### src/rtl/reorder_buffer.sv
// Circular in-order reorder buffer: allocates at dispatch, marks completions, retires one per cycle
// and discards younger entries on a branch mispredict. Optional counters under ROB_STATS_EN.
module reorder_buffer #(
    parameter int DEPTH  = 32,
    parameter int PREG_W = 7,
    parameter int AREG_W = 5,
    localparam int IDX_W = $clog2(DEPTH)
) (
    input  logic              clk,
    input  logic              reset_n,
    input  logic              alloc_en,
    input  logic [PREG_W-1:0] alloc_pd_new,
    input  logic [PREG_W-1:0] alloc_pd_old,
    input  logic [AREG_W-1:0] alloc_rd,
    input  logic              alloc_has_dest,
    output logic              rob_full,
    output logic [IDX_W-1:0]  rob_index,
    input  logic              alu_done,
    input  logic [IDX_W-1:0]  alu_tag,
    input  logic              b_done,
    input  logic [IDX_W-1:0]  b_tag,
    input  logic              mem_done,
    input  logic [IDX_W-1:0]  mem_tag,
    input  logic              mispredict,
    input  logic [IDX_W-1:0]  mispredict_tag,
    output logic              commit_valid,
    output logic [AREG_W-1:0] commit_rd,
    output logic [PREG_W-1:0] commit_pd_new,
    output logic [PREG_W-1:0] commit_pd_old,
    output logic              commit_free,
    output logic              rob_empty
`ifdef ROB_STATS_EN
    ,
    output logic [31:0]       stat_commits,
    output logic [31:0]       stat_flushed
`endif
);

    logic [DEPTH-1:0]  valid_q, done_q, has_dest_q;
    logic [AREG_W-1:0] rd_q     [DEPTH];
    logic [PREG_W-1:0] pd_new_q [DEPTH];
    logic [PREG_W-1:0] pd_old_q [DEPTH];
    logic [IDX_W-1:0]  head_q, tail_q;
    logic [IDX_W:0]    count_q;

    logic [DEPTH-1:0]  valid_d, done_d, flush_mask, done_hits;
    logic [IDX_W-1:0]  head_d, tail_d, keep_len, offs;
    logic [IDX_W:0]    count_d, keep_cnt;
    logic              alloc_fire;

    assign rob_full      = (count_q == (IDX_W+1)'(DEPTH));
    assign rob_empty     = (count_q == '0);
    assign rob_index     = tail_q;
    assign commit_valid  = valid_q[head_q] && done_q[head_q];
    assign commit_rd     = rd_q[head_q];
    assign commit_pd_new = pd_new_q[head_q];
    assign commit_pd_old = pd_old_q[head_q];
    assign commit_free   = commit_valid && has_dest_q[head_q] && (pd_old_q[head_q] != '0);

    assign alloc_fire = alloc_en && !rob_full && !mispredict;
    assign keep_len   = mispredict_tag - head_q;
    assign keep_cnt   = {1'b0, keep_len} + (IDX_W+1)'(1);
    assign done_hits  = (DEPTH'(alu_done) << alu_tag) | (DEPTH'(b_done) << b_tag) |
                        (DEPTH'(mem_done) << mem_tag);

    // Younger-than-branch is measured as distance from head, so wrap needs no special case.
    always_comb begin
        flush_mask = '0;
        offs       = '0;
        for (int i = 0; i < DEPTH; i++) begin
            offs = IDX_W'(i) - head_q;
            if (mispredict && (offs > keep_len)) flush_mask[i] = 1'b1;
        end
    end

    // Ordering below makes flush win over a same-edge completion.
    always_comb begin
        valid_d = valid_q;
        done_d  = done_q | (done_hits & valid_q);
        if (commit_valid) begin
            valid_d[head_q] = 1'b0;
            done_d[head_q]  = 1'b0;
        end
        valid_d = valid_d & ~flush_mask;
        done_d  = done_d & ~flush_mask;
        if (alloc_fire) begin
            valid_d[tail_q] = 1'b1;
            done_d[tail_q]  = 1'b0;
        end
        head_d = head_q + IDX_W'(commit_valid);
        if (mispredict) begin
            tail_d  = mispredict_tag + IDX_W'(1);
            count_d = keep_cnt - (IDX_W+1)'(commit_valid);
        end else begin
            tail_d  = tail_q + IDX_W'(alloc_fire);
            count_d = count_q + (IDX_W+1)'(alloc_fire) - (IDX_W+1)'(commit_valid);
        end
    end

    always_ff @(posedge clk or negedge reset_n) begin
        if (!reset_n) begin
            valid_q <= '0;
            done_q  <= '0;
            head_q  <= '0;
            tail_q  <= '0;
            count_q <= '0;
        end else begin
            valid_q <= valid_d;
            done_q  <= done_d;
            head_q  <= head_d;
            tail_q  <= tail_d;
            count_q <= count_d;
        end
    end

    // Payload is only meaningful while valid, so it carries no reset.
    always_ff @(posedge clk) begin
        if (alloc_fire) begin
            has_dest_q[tail_q] <= alloc_has_dest;
            rd_q[tail_q]       <= alloc_rd;
            pd_new_q[tail_q]   <= alloc_pd_new;
            pd_old_q[tail_q]   <= alloc_pd_old;
        end
    end

`ifdef ROB_STATS_EN
    logic [IDX_W:0] flushed_n;
    logic [32:0]    flush_sum;

    assign flushed_n = count_q - keep_cnt;
    assign flush_sum = {1'b0, stat_flushed} + 33'(flushed_n);

    always_ff @(posedge clk or negedge reset_n) begin
        if (!reset_n) begin
            stat_commits <= '0;
            stat_flushed <= '0;
        end else begin
            if (commit_valid && (stat_commits != '1)) stat_commits <= stat_commits + 32'd1;
            if (mispredict) stat_flushed <= flush_sum[32] ? '1 : flush_sum[31:0];
        end
    end
`endif

    always @(posedge clk) begin
        if (reset_n) assert (!(alloc_en && rob_full)) else $warning("alloc_en ignored while rob_full");
    end

endmodule

### config.mk
export PLATFORM = sky130hd
export DESIGN_NAME = reorder_buffer
export DESIGN_NICKNAME = d
export VERILOG_FILES = /design/src/rtl/reorder_buffer.sv
export SDC_FILE = /design/constraint.sdc
export NUM_CORES = 1
export LEC_CHECK = 0
export CAP_MARGIN = 40
export CORE_UTILIZATION = 45
export CTS_CLUSTER_SIZE = 28
export DETAILED_ROUTE_END_ITERATION = 10
export GPL_TIMING_DRIVEN = 0
export PLACE_DENSITY = 0.71
export SYNTH_ARGS = -nofsm -noshare
export SYNTH_HDL_FRONTEND = slang
export SYNTH_SLANG_ARGS = --single-unit
### constraint.sdc
create_clock -name clk -period 3.9 [get_ports clk]
set_clock_uncertainty 0.1 [all_clocks]
set_input_delay 0.39 -clock clk [delete_from_list [all_inputs] [get_ports clk]]
set_output_delay 0.39 -clock clk [all_outputs]
set_load 0.1 [all_outputs]
==> run metrics <==
Total Neg Setup Slack -0.0604 ns; core area 0.0691 mm^2; largest area contributor in the netlist edfxtp_1; min setup slack post-route -0.0274 ns; Avg Synthesized Cell Area 17.0 um^2; crit path max-delay cell type mux4_2; I/O Pins 75; Post-Syn Nets 1978; CP endpoint kind output port; Compound-Gate Fraction of Synth Area 6.38%; Iteration-0 DRC Markers 2581; Cells after Synth 1857; H-tree levels 3; ranking of synthesized cells by area edfxtp_1 (61%), mux4_2 (14%), dfrtp_1 (6.3%), ha_1 (2.9%), nand2_1 (1.5%); Synth Warn # 0; Routability Congestion 0.961; Slew headroom 38.2%; RSZ-0062 raised after global routing true; overall die area 0.0712 mm^2; DR vias/cell about 6.3; wire length per cell 30.2 um; post-layout min period 3.93 ns; synth unique cells 82; # clock sinks 720; drt drc 0; chip width 267 um; CTS tree built; Yosys top cell area share roughly 61%; gr usage total 26.8%; area growth from synthesis to layout 25.2%; area occupied by multi-input gates about 0.010 mm^2; Crit Path Max Fanout 10; final period utilization 101%; Detailed Place HPWL 62.3 mm; most used cell, CP buf_12; number of buffers created by CTS 74; via count a little under 20000; PortBufs 72; clock-pin slew on the worst setup and hold paths 0.06 ns; Least-Margin Pin Slew 0.924 ns; vias in the first global route 19600; Clock Tree Buf Depth 3; largest family of logic cells by synthesized area multiplexers; R2R depth 19; drt first pass iters 5; initial antenna violation count 0; DP Worst Slack -1.26 ns; Top FF cell, synth edfxtp_1; area occupied by registers approximately 0.021 mm^2; startpoint types flop; register area share after synthesis 67.2%; max cap viols 0; clock root cell clkbuf_16; largest net degree at the start of global routing 60; worst endpoint required time between 3 and 4 ns; setup violators final 3; Max Fclk 255 MHz; Final Max Tran Viols 0; synthesized area 0.0316 mm^2; Skew-Pair Late Insertion Delay 0.63 ns; post-synthesis adder-cell area fraction 3.43%; LEAKAGE 0.0137 uW; starting density of the core between 40% and 50%; crit-path cells buf_12 > buf_12 > buf_16 > buf_16 > mux4_2 > mux4_2 > nand2_1 > nand2_2 > dlygate4sd2_1 > buf_12; PD cells 855 mW/mm^2; final wirelength 95.2 mm; Final ANT Viol Nets 0; layout cells sized above 1 30.5%; Nets 2289; Synth Area in Simple Gates 5.68%; multiplexer share of the synthesized area ~14%; status finished, violations left; Worst Hold Class input port to async pin; peak supply drop 1.63 mV; violated checks setup timing; ys async rst share 11.1%; Synth Area in XOR/XNOR 1.49%; gr ovfl total 0; count leader, synth edfxtp_1; filler cell count 5014; Die Y around 270 um; Rows 96; first-pass GRT wire length 135 mm; Commonest cells post-synth edfxtp_1 (640), mux4_2 (190), nand2_1 (124), a21oi_1 (80), dfrtp_1 (80); Largest stage delay, worst path roughly 0.53 ns; #FFs+latches synth 720; EDFF count, synth 640; Worst EP arrival 3.44 ns; Fin. Hold Viols 0; crit path kind flop to output port
-- cells in the final DEF (no fill, tap or decap), types with 42 or more instances in the layout --
master           synthesis  routed
buf_8                    0      48
nand2_1                124     119
edfxtp_1               640     640
dfrtp_1                 80      75
clkbuf_16                0      78
buf_4                    7      82
a21oi_1                 80      73
o21ai_0                 45      42
ha_1                    72      67
clkdlybuf4s50_1          0      52
inv_1                   57      50
mux4_2                 190     190
-- worst max-delay path, delay by kind of cell (launching register included) --
kind	cells	cell delay, ns
and+or+nand+nor	2	0.21
DFF	1	0.39
buffers and inverters	6	1.12
muxes	2	1.04
-- cell type report --
cell class / count / share of cell area (%)
Clock inverter: 41 / 0.927
Clock buffer: 90 / 5.02
Buffer: 84 / 2.47
Tap cell: 931 / 2.95
Antenna cell: 1 / 0.00633
Sequential cell: 720 / 53.7
Timing Repair Buffer: 235 / 7.80
Inverter: 63 / 0.687
Multi-Input combinational cell: 990 / 26.5
-- path summary, 6_finish.rpt --
path                                   from                to  slack (ns)
worst max-delay path              head_q[0]  commit_pd_new[1]       -0.03
worst min-delay path                reset_n      rob_index[1]        0.13
worst max register to register    head_q[0]        count_q[5]        0.08
worst min register to register  valid_q[31]       valid_q[31]        0.41
max in group asynchronous           reset_n         done_q[5]        2.94
min in group clk                alloc_rd[1]       rd_q[29][1]        0.35
-- state kept, by name, summed over array words and instances, names as in the netlist --
register and cells:
rd_q 160, valid_q 32, rob_index 5, count_q 6
pd_new_q 224, has_dest_q 32, pd_old_q 224, head_q 5
done_q 32
-- cell families after synthesis --
family | Yosys count
buf+inv | 147
xor+xnor | 50
simple gates | 362
mux | 199
fa+ha+maj | 88
compound gates | 291
flops | 720
-- through the flow --
stage	hold WS (ns)	util, %	std cells	area, um^2	power (uW)
3_3_place_gp	0.379	48.8	2860	33700	23200
6_report	0.128	57.2	3155	39500	33800
5_1_grt	0.160	57.2	3154	39500	34900
4_1_cts	0.121	56.4	3115	39000	32900
2_1_floorplan	-0.00559	-	1857	31800	19100
3_5_place_dp	0.237	51.4	2945	35500	24500
-- what timing repair did --
action                                  CTS  global route
buffers inserted                         40            37
pin swaps                                13            13
gates resized for setup                 202            53
hold buffers                              1             0
gates cloned                              6             0
hold endpoints to repair                 80             0
endpoints found under the setup margin   90            58
-- power by group --
part | switching [uW] | internal [uW]
registers | 213 | 8660
logic | 10400 | 7640
clock network | 2950 | 3960
-- metal layers --
| metal | GRT usage, % | share of wire, % | vias up |
|---|---|---|---|
| li1 | - | - | 8075 |
| met1 | 36.2 | 38 | 10200 |
| met2 | 42.7 | 48 | 1260 |
| met3 | 4.38 | 9.1 | 238 |
| met4 | 12.8 | 5.2 | 0 |
| met5 | 0 | 0 | - |
Note: power is estimated with default switching activity, not from simulation.
